===== src/rtl/product_accumulator_pkg.sv =====
// Shared types and constants for the product accumulator slice.
// Latency: n/a (declarations only).
// Backpressure: n/a (declarations only).
//
// Contents:
//   PROD_W  - width of one product from the 4x3 multiplier (max 15*7 = 105)
//   state_t - frame FSM states: ACC (collecting beats) and HOLD (result held)
package product_accumulator_pkg;

    // Output width of the upstream 4x3 multiplier.
    localparam int PROD_W = 7;

    typedef enum logic {
        ACC  = 1'b0,
        HOLD = 1'b1
    } state_t;

endpackage : product_accumulator_pkg


===== src/rtl/product_accumulator_sat_adder.sv =====
// Saturating unsigned adder: sum clamps to all ones when the true sum overflows.
// Latency: combinational, zero cycles.
// Backpressure: none; pure function of the inputs.
//
// Ports:
//   a    in  W  accumulator operand
//   b    in  W  addend (caller zero-extends narrower operands)
//   sum  out W  min(a + b, 2^W - 1)
//   sat  out 1  the true sum did not fit in W bits
module sat_adder #(
    parameter int W = 10
) (
    input  logic [W-1:0] a,
    input  logic [W-1:0] b,
    output logic [W-1:0] sum,
    output logic         sat
);

    // One extra bit catches the carry out; that carry is the overflow indication.
    logic [W:0] full_sum;

    assign full_sum = {1'b0, a} + {1'b0, b};
    assign sat      = full_sum[W];
    assign sum      = full_sum[W] ? {W{1'b1}} : full_sum[W-1:0];

endmodule : sat_adder


===== src/rtl/product_accumulator.sv =====
// Frame accumulator for multiplier products: sums up to LEN beats per frame into a saturating register.
// Latency: result registered on the closing edge (beat, in_last or flush); out_valid visible right after it.
// Backpressure: in_ready drops for the whole HOLD phase; it is released by the out_valid/out_ready handshake.
//
// Ports:
//   clk        in   1      rising-edge clock
//   rst        in   1      asynchronous active-high reset
//   in_valid   in   1      product beat valid
//   in_ready   out  1      beat accepted this cycle (ACC state and not in reset)
//   in_data    in   7      unsigned product
//   in_last    in   1      final beat of the frame (qualified by in_valid)
//   flush      in   1      close a non-empty partial frame (level-sampled)
//   out_valid  out  1      frame result valid
//   out_ready  in   1      consumer takes the result
//   out_sum    out  ACC_W  saturated frame sum
//   out_count  out  CNT_W  beats in the frame
//   out_ovf    out  1      saturation occurred during the frame
module product_accumulator
    import product_accumulator_pkg::*;
#(
    parameter int LEN   = 8,
    parameter int ACC_W = 10,
    parameter int CNT_W = $clog2(LEN + 1)
) (
    input  logic              clk,
    input  logic              rst,
    input  logic              in_valid,
    output logic              in_ready,
    input  logic [PROD_W-1:0] in_data,
    input  logic              in_last,
    input  logic              flush,
    output logic              out_valid,
    input  logic              out_ready,
    output logic [ACC_W-1:0]  out_sum,
    output logic [CNT_W-1:0]  out_count,
    output logic              out_ovf
);

    localparam logic [CNT_W-1:0] LEN_C = CNT_W'(LEN);

    // ------------------------------------------------------------------
    // State
    // ------------------------------------------------------------------
    state_t             state_q;
    state_t             state_d;
    logic [ACC_W-1:0]   acc_q;
    logic [CNT_W-1:0]   cnt_q;
    logic               ovf_q;

    // ------------------------------------------------------------------
    // Beat-level signals
    // ------------------------------------------------------------------
    logic               accept;
    logic               close;
    logic [ACC_W-1:0]   add_b;
    logic [ACC_W-1:0]   add_sum;
    logic               add_sat;
    logic [CNT_W-1:0]   cnt_inc;

    // Post-update frame values: what the frame looks like after this edge,
    // whether or not a beat is taken. Loaded into out_* on close.
    logic [ACC_W-1:0]   acc_next;
    logic [CNT_W-1:0]   cnt_next;
    logic               ovf_next;

    // in_ready deliberately ignores out_ready so that no combinational path
    // runs from the consumer back to the producer.
    assign in_ready = (state_q == ACC) & ~rst;
    assign accept   = in_valid & in_ready;

    assign add_b    = ACC_W'(in_data);
    assign cnt_inc  = cnt_q + 1'b1;

    sat_adder #(
        .W (ACC_W)
    ) u_sat_adder (
        .a   (acc_q),
        .b   (add_b),
        .sum (add_sum),
        .sat (add_sat)
    );

    always_comb begin
        acc_next = acc_q;
        cnt_next = cnt_q;
        ovf_next = ovf_q;
        if (accept) begin
            acc_next = add_sum;
            cnt_next = cnt_inc;
            ovf_next = ovf_q | add_sat;
        end
    end

    // ------------------------------------------------------------------
    // Frame FSM: next state and close decision
    // ------------------------------------------------------------------
    always_comb begin
        state_d = state_q;
        close   = 1'b0;
        unique case (state_q)
            ACC: begin
                if (accept) begin
                    // A flush arriving with a beat adds nothing beyond the
                    // close itself; the beat is always included.
                    close = (cnt_inc == LEN_C) | in_last | flush;
                end else begin
                    // An empty frame has nothing to report, so flush is dropped.
                    close = flush & (cnt_q != '0);
                end
                if (close) begin
                    state_d = HOLD;
                end
            end
            HOLD: begin
                if (out_valid && out_ready) begin
                    state_d = ACC;
                end
            end
            default: begin
                state_d = ACC;
            end
        endcase
    end

    always_ff @(posedge clk or posedge rst) begin
        if (rst) begin
            state_q <= ACC;
        end else begin
            state_q <= state_d;
        end
    end

    // ------------------------------------------------------------------
    // Running frame accumulator
    // ------------------------------------------------------------------
    always_ff @(posedge clk or posedge rst) begin
        if (rst) begin
            acc_q <= '0;
            cnt_q <= '0;
            ovf_q <= 1'b0;
        end else if (close) begin
            acc_q <= '0;
            cnt_q <= '0;
            ovf_q <= 1'b0;
        end else begin
            acc_q <= acc_next;
            cnt_q <= cnt_next;
            ovf_q <= ovf_next;
        end
    end

    // ------------------------------------------------------------------
    // Result registers: loaded only on close, so they keep the previous
    // frame's result after the handshake until the next close.
    // ------------------------------------------------------------------
    always_ff @(posedge clk or posedge rst) begin
        if (rst) begin
            out_valid <= 1'b0;
            out_sum   <= '0;
            out_count <= '0;
            out_ovf   <= 1'b0;
        end else if (close) begin
            out_valid <= 1'b1;
            out_sum   <= acc_next;
            out_count <= cnt_next;
            out_ovf   <= ovf_next;
        end else if (out_valid && out_ready) begin
            out_valid <= 1'b0;
        end
    end

endmodule : product_accumulator

===== config.mk =====
export PLATFORM = sky130hd
export DESIGN_NAME = product_accumulator
export DESIGN_NICKNAME = d
export VERILOG_FILES = /design/src/rtl/product_accumulator_pkg.sv /design/src/rtl/product_accumulator_sat_adder.sv /design/src/rtl/product_accumulator.sv
export SDC_FILE = /design/constraint.sdc
export NUM_CORES = 1
export LEC_CHECK = 0
export ABC_CLOCK_PERIOD_IN_PS = 2500
export CAP_MARGIN = 25
export CORE_MARGIN = 8
export CORE_UTILIZATION = 54
export CTS_BUF_LIST = sky130_fd_sc_hd__clkbuf_8
export CTS_CLUSTER_DIAMETER = 40
export DETAILED_ROUTE_END_ITERATION = 7
export HOLD_SLACK_MARGIN = 0.12
export PLACE_DENSITY = 0.9
export SYNTH_ARGS = -nofsm -noshare
export SYNTH_HDL_FRONTEND = slang
export SYNTH_SLANG_ARGS = --single-unit

===== constraint.sdc =====
create_clock -name clk -period 2.5 [get_ports clk]
set_input_delay 0.5 -clock clk [delete_from_list [all_inputs] [get_ports clk]]
set_output_delay 0.5 -clock clk [all_outputs]
set_load 0.01 [all_outputs]

==> impl_metrics.csv, run 1 <==
group,metric,value,unit
clock_network,clk_pin_slew,60,ps
clock_network,cts_tree,"yes",
final_layout,diodes,0,
die,die_x,72.5,µm
timing,maxSlewHeadroom,73.8,%
synthesis,synth_top_cell_by_area,"dfrtp_1",
clock_network,cts.sinks,32,
clock_network,root_buffer,"clkbuf_8",
die,die_h,72.5,µm
grt,grt_pass1_vias,1502,
routing,detail-route-antenna-nets,0,
place,post-place-ws,-429,ps
timing,finalCritPeriodShare,99.2,%
clock_network,clock_latency,280,ps
synthesis,yosys.area.top_type_share,46.4,%
synthesis,synthTopCellsByArea,"dfrtp_1 46%, ha_1 6.5%, mux2_4 5.2%",
grt,antenna_found_initial,0,
clock_network,htreeDepth,2,
place,dp.final_hpwl,3130,µm
synthesis,ys_ff_latch,32,
synthesis,synth.cell_area,1730,µm²
final_layout,stdcell_area,2280,µm²
die,start_util,56.6,%
critical_path,critPathKind,"in2reg",
die,core_area,3050,µm²
synthesis,synth.mux.area_fraction,10.5,%
critical_path,startpoint_type,"input port",
critical_path,critPathMaxStageDelay,420,ps
grt,grt.total_usage,17.5,%
synthesis,synthCells,159,
final_layout,drive_above_1_share,16.7,%
pwr,p_leak,1.01,nW
job,max_cap_viol_count,0,
timing,hold_viol,0,
critical_path,worstPathRequired,2660,ps
routing,vias_per_cell,5.76,
timing,layout_setup_ws,19.5,ps
grt,grt_max_degree,33,
final_layout,syn_to_final_growth,32.0,%
pwr,finalPower,2.49,mW
timing,fin_crit,2480,ps
final_layout,mostFrequentLayoutCells,"32 x dfrtp_1, 29 x clkdlybuf4s50_1, 12 x nor2_1",
routing,drc,0,
routing,drt_wl_total,4380,µm
pwr,vdd_drop_max,0.716,mV
timing,worstMarginPinSlew,390,ps
hold_path,hp-class,"reg2reg",
timing,rsz0062_at_grt,"no",
grt,overflow,0,
clock_network,cts_setup_buffers,0,
synthesis,synth_fa_ha_area_share,7.68,%
routing,firstDrtPassIters,4,
critical_path,critical-path-slowest-cell,"clkdlybuf4s50_1",
critical_path,critical_path.top_delay_family,"compound AO/OA/AOI/OAI gates",
grt,grt_pass1_wl,7130,µm
final_layout,fin_nets,226,
routing,first_iter_violations,85,
critical_path,endpoint_kind,"flip-flop",
synthesis,synth_top_family_by_area,"compound AO/OA/AOI/OAI gates",
die,rows,20,
final_layout,final_util,74.6,%
synthesis,synth-seq-area-share,46.4,%
routing,route.vias.total,1423,
timing,setup_violations,0,
pwr,powerDensity,1090,nW/µm²
synthesis,synth_compound_area_share,17.0,%
place,portBuffers,29,
clock_network,cts_buffers,5,
final_layout,nFillCells,201,
final_layout,final_common_cell,"dfrtp_1",
die,io_pins,30,
critical_path,path_max_fanout,6,
critical_path,crit_buf_inv,1,
critical_path,crit_arrival,2640,ps
clock_network,ctsHoldBuffers,0,
synthesis,ys_warn_count,0,
place,gp_congestion,0.879,
clock_network,clock_path_buffers,2,
synthesis,syn_nets,182,
timing,fmax,403,MHz
synthesis,yosys.area_share.simple,10.9,%
routing,drt-wirelength-per-cell,17.7,µm
synthesis,synth_cell_types,37,
synthesis,syn_avg_cell_area,10.9,µm²
die,dieArea,5260,µm²
synthesis,synth-xor-area-share,4.06,%
timing,slew_violations,0,
place,place_area,2160,µm²
outcome,status,"finished clean",
timing,fin_skew,7.87,ps
critical_path,path_cells,"clkdlybuf4s50_1, ha_1, fa_2, a211oi_2, o21ai_2, a41o_4, o22a_1, mux2_4",
==> power by group <==
part	switching (mW)	internal, mW
logic	0.574	0.661
registers	0.148	0.687
clock network	0.179	0.245
total	0.902	1.59
==> sequential cells by signal, summed over array words and instances, names as in the netlist <==
| name | count |
|---|---|
| out_sum | 10 |
| out_count | 4 |
| ovf_q | 1 |
| acc_q | 10 |
| state_q | 1 |
| out_valid | 1 |
| cnt_q | 4 |
| out_ovf | 1 |
==> final cells by class <==
type / count / area [µm²] / share of cell area [%]
sequential: 32 / 801 / 35.1
tap: 44 / 55.1 / 2.42
clock buffer: 7 / 96.3 / 4.23
timing repair buffer: 41 / 393 / 17.2
inverter: 11 / 41.3 / 1.81
multi-input combinational: 112 / 892 / 39.2
==> synth_stat cells <==
| cell type | number |
|---|---|
| o22ai_1 | 1 |
| o21a_1 | 2 |
| mux2_2 | 1 |
| o21ai_1 | 5 |
| xor2_1 | 4 |
| nand4_1 | 1 |
| o22a_1 | 6 |
| o211ai_1 | 3 |
| nor2_1 | 12 |
| a31oi_1 | 2 |
| a21bo_2 | 1 |
| a311oi_1 | 1 |
| nand3b_1 | 1 |
| mux2i_1 | 8 |
| a32o_1 | 1 |
| a41o_1 | 1 |
| a32oi_1 | 1 |
| mux2_4 | 6 |
| dfrtp_1 | 32 |
| buf_2 | 3 |
| a21o_1 | 3 |
| nand2_1 | 7 |
| a211oi_1 | 2 |
| o21ai_0 | 3 |
| nand3_1 | 4 |
| clkbuf_1 | 1 |
| inv_1 | 11 |
| nand2b_1 | 2 |
| a2bb2oi_1 | 1 |
| a21oi_1 | 10 |
| nor2b_1 | 6 |
| fa_1 | 1 |
| and2_1 | 1 |
| or3b_2 | 1 |
| xnor2_1 | 4 |
| nor3b_4 | 1 |
| ha_1 | 9 |
==> metrics by stage <==
step | hold WS, ps | cells | TNS, ps
after floorplan | 449 | 159 | 0
after global placement | 468 | 240 | -3630
after detailed placement | 494 | 240 | -5610
after CTS | 510 | 247 | 0
after global routing | 531 | 247 | 0
final | 500 | 247 | 0
==> path summary, 6_finish.rpt <==
| check | startpoint | to | slack [ps] | cells after the start |
|---|---|---|---|---|
| hold reg to reg | ovf_q | ovf_q | 500 | 2 |
| min in group asynchronous | rst | acc_q[9] | 750 | 3 |
| setup reg to reg | acc_q[0] | out_sum[5] | 300 | 7 |
| max in group asynchronous | rst | out_sum[2] | 1460 | 3 |
| setup / recovery | in_data[0] | out_sum[5] | 20 | 8 |
| hold / removal | ovf_q | ovf_q | 500 | 2 |
==> cell families (layout without fill, tap and decap cells) <==
kind of cell | count (synthesis) | in the layout
buf+inv | 15 | 59
simple gates | 36 | 36
mux | 15 | 15
flops | 32 | 32
fa+ha+maj | 10 | 10
compound gates | 43 | 43
xor+xnor | 8 | 8
==> metal layers <==
metal / global-route usage (%) / routed length (µm) / up-vias
li1: - / - / 649
met1: 21.0 / 1810 / 709
met2: 28.5 / 2210 / 47
met3: 3.58 / 205 / 18
met4: 9.56 / 147 / 0
met5: 0 / 0 / -
==> timing repair <==
item,CTS,global route
cloned,0,0
resized for setup,3,3
pin swaps,3,2
setup endpoints to repair,12,5
==> worst register-to-register path, stage by stage, from the launching register on <==
cell,delay (ps)
dfrtp_1,390
ha_1,210
fa_2,360
a211oi_2,280
o21ai_2,120
a41o_4,260
o22a_1,210
mux2_4,260
No activity file was read; power rests on OpenSTA's default activity.
==> inputs of run 2 (changes only) <==
--- a/config.mk
+++ b/config.mk
@@ -14,6 +14,7 @@
 export DETAILED_ROUTE_END_ITERATION = 7
 export HOLD_SLACK_MARGIN = 0.12
 export PLACE_DENSITY = 0.9
+export SKIP_CTS_REPAIR_TIMING = 1
 export SYNTH_ARGS = -nofsm -noshare
 export SYNTH_HDL_FRONTEND = slang
 export SYNTH_SLANG_ARGS = --single-unit
==> run 2 against run 1 <==
Die area is the same. Largest cell class unchanged. Power fell by 0.45%. Combinational power about the same.
==> impl_metrics.csv, run 2 (synthesis results as in run 1) <==
group,metric,value,unit
hold_path,hp-class,"reg2reg",
final_layout,diodes,0,
critical_path,path_cells,"clkdlybuf4s50_1, fa_2, a211oi_2, o21ai_2, a41o_2, o22a_1, mux2_4",
timing,hold_viol,0,
grt,grt.total_usage,17.3,%
timing,rsz0062_at_grt,"no",
grt,grt_pass1_vias,1490,
timing,fmax,413,MHz
critical_path,crit_end,"out_sum[4]",
critical_path,critPathMaxStageDelay,470,ps
critical_path,reg2reg_depth,7,
clock_network,cts.sinks,32,
routing,drc,0,
routing,firstDrtPassIters,4,
timing,fin_skew,7.43,ps
final_layout,stdcell_area,2280,µm²
timing,tns,0,ps
critical_path,path_max_fanout,6,
grt,antenna_found_initial,0,
critical_path,critical_path.top_delay_family,"compound AO/OA/AOI/OAI gates",
die,start_util,56.6,%
critical_path,rr_startpoint,"acc_q[0]",
timing,fin_crit,2420,ps
critical_path,endpoint_kind,"flip-flop",
final_layout,reg_top3,"acc_q (10), out_sum (10)",
outcome,status,"finished clean",
pwr,p_leak,1.02,nW
clock_network,root_buffer,"clkbuf_8",
final_layout,mostFrequentLayoutCells,"32 x dfrtp_1, 28 x clkdlybuf4s50_1, 12 x nor2_1, 12 x buf_4, 11 x inv_1",
die,dieArea,5260,µm²
final_layout,drive_above_1_share,17.2,%
pwr,vdd_drop_max,0.710,mV
die,die_x,72.5,µm
final_layout,syn_to_final_growth,31.9,%
place,dp.final_hpwl,3130,µm
job,max_cap_viol_count,0,
routing,drt_wl_total,4300,µm
grt,grt_pass1_wl,7020,µm
clock_network,clock_path_buffers,2,
critical_path,cp.depth,7,
place,portBuffers,29,
pwr,powerDensity,1090,nW/µm²
routing,first_iter_violations,87,
clock_network,cts_buffers,5,
die,rows,20,
critical_path,reg2reg_slack,210,ps
place,place_area,2160,µm²
routing,detail-route-antenna-nets,0,
routing,route.vias.total,1420,
die,core_area,3050,µm²
clock_network,clock_latency,280,ps
critical_path,crit_start,"in_data[1]",
timing,worstMarginPinSlew,396,ps
critical_path,timing.rr.end,"out_sum[4]",
clock_network,clk_pin_slew,60,ps
clock_network,htreeDepth,2,
grt,grt_max_degree,33,
clock_network,cts_tree,"yes",
routing,vias_per_cell,5.73,
timing,finalCritPeriodShare,96.8,%
critical_path,critPathKind,"in2reg",
critical_path,crit_buf_inv,1,
die,die_h,72.5,µm
timing,setup_violations,0,
grt,overflow,0,
critical_path,critical-path-slowest-cell,"clkdlybuf4s50_1",
critical_path,worstPathRequired,2660,ps
timing,maxSlewHeadroom,73.6,%
critical_path,crit_arrival,2580,ps
critical_path,startpoint_type,"input port",
final_layout,final_common_cell,"dfrtp_1",
timing,finalHoldWorstSlack,503,ps
final_layout,fin_nets,227,
die,io_pins,30,
final_layout,final_util,74.6,%
routing,drt-wirelength-per-cell,17.3,µm
place,gp_congestion,0.879,
timing,slew_violations,0,
-- run 2: report_power, final --
part | switching (mW) | total, mW | internal, mW
combinational | 0.562 | 1.22 | 0.660
clock | 0.180 | 0.425 | 0.245
sequential | 0.150 | 0.837 | 0.687
-- run 2: how the worst min path moves through the flow --
| stage | startpoint | to | slack (ps) | depth (start not counted) |
|---|---|---|---|---|
| after floorplan | ovf_q | ovf_q | 450 | 2 |
| final | ovf_q | ovf_q | 500 | 2 |
| after CTS | ovf_q | ovf_q | 510 | 2 |
| after detailed placement | ovf_q | ovf_q | 490 | 2 |
| after global routing | ovf_q | ovf_q | 530 | 2 |
| after global placement | ovf_q | ovf_q | 470 | 2 |
-- run 2: per-layer routing --
layer / up-vias / track usage (%) / share of wire [%]
met5: - / 0 / 0
met2: 42 / 28.2 / 49
met3: 16 / 3.58 / 5.1
met1: 708 / 20.7 / 42
met4: 0 / 9.56 / 3.4
li1: 654 / - / -
-- run 2: area by class of cell --
type / instances / area (µm²)
sequential: 32 / 801
multi-input combinational: 112 / 881
tap: 44 / 55.1
fill: 206 / 776
clock buffer: 7 / 96.3
inverter: 11 / 41.3
timing repair buffer: 42 / 403
-- run 2: tightest hold or removal path, cell delays in order, from the launching register on --
cell,delay (ps)
dfrtp_1,330
a31oi_1,50
nor2_1,80
-- run 2: stage by stage --
step                setup slack, ps  total power, mW  std cells
floorplan                       152             1.54        159
global placement               -319             1.94        240
detailed placement             -429             2.01        240
CTS                            -192             2.45        247
global route                   11.1             2.64        248
finish                         79.0             2.48        248
==> inputs of run 3 (changes only) <==
--- a/config.mk
+++ b/config.mk
@@ -10,7 +10,7 @@
 export CORE_MARGIN = 8
 export CORE_UTILIZATION = 54
 export CTS_BUF_LIST = sky130_fd_sc_hd__clkbuf_8
-export CTS_CLUSTER_DIAMETER = 40
+export CTS_CLUSTER_DIAMETER = 200
 export DETAILED_ROUTE_END_ITERATION = 7
 export HOLD_SLACK_MARGIN = 0.12
 export PLACE_DENSITY = 0.9
==> results of run 3 <==
Final layout, timing and power as in run 2 (identical DEF).
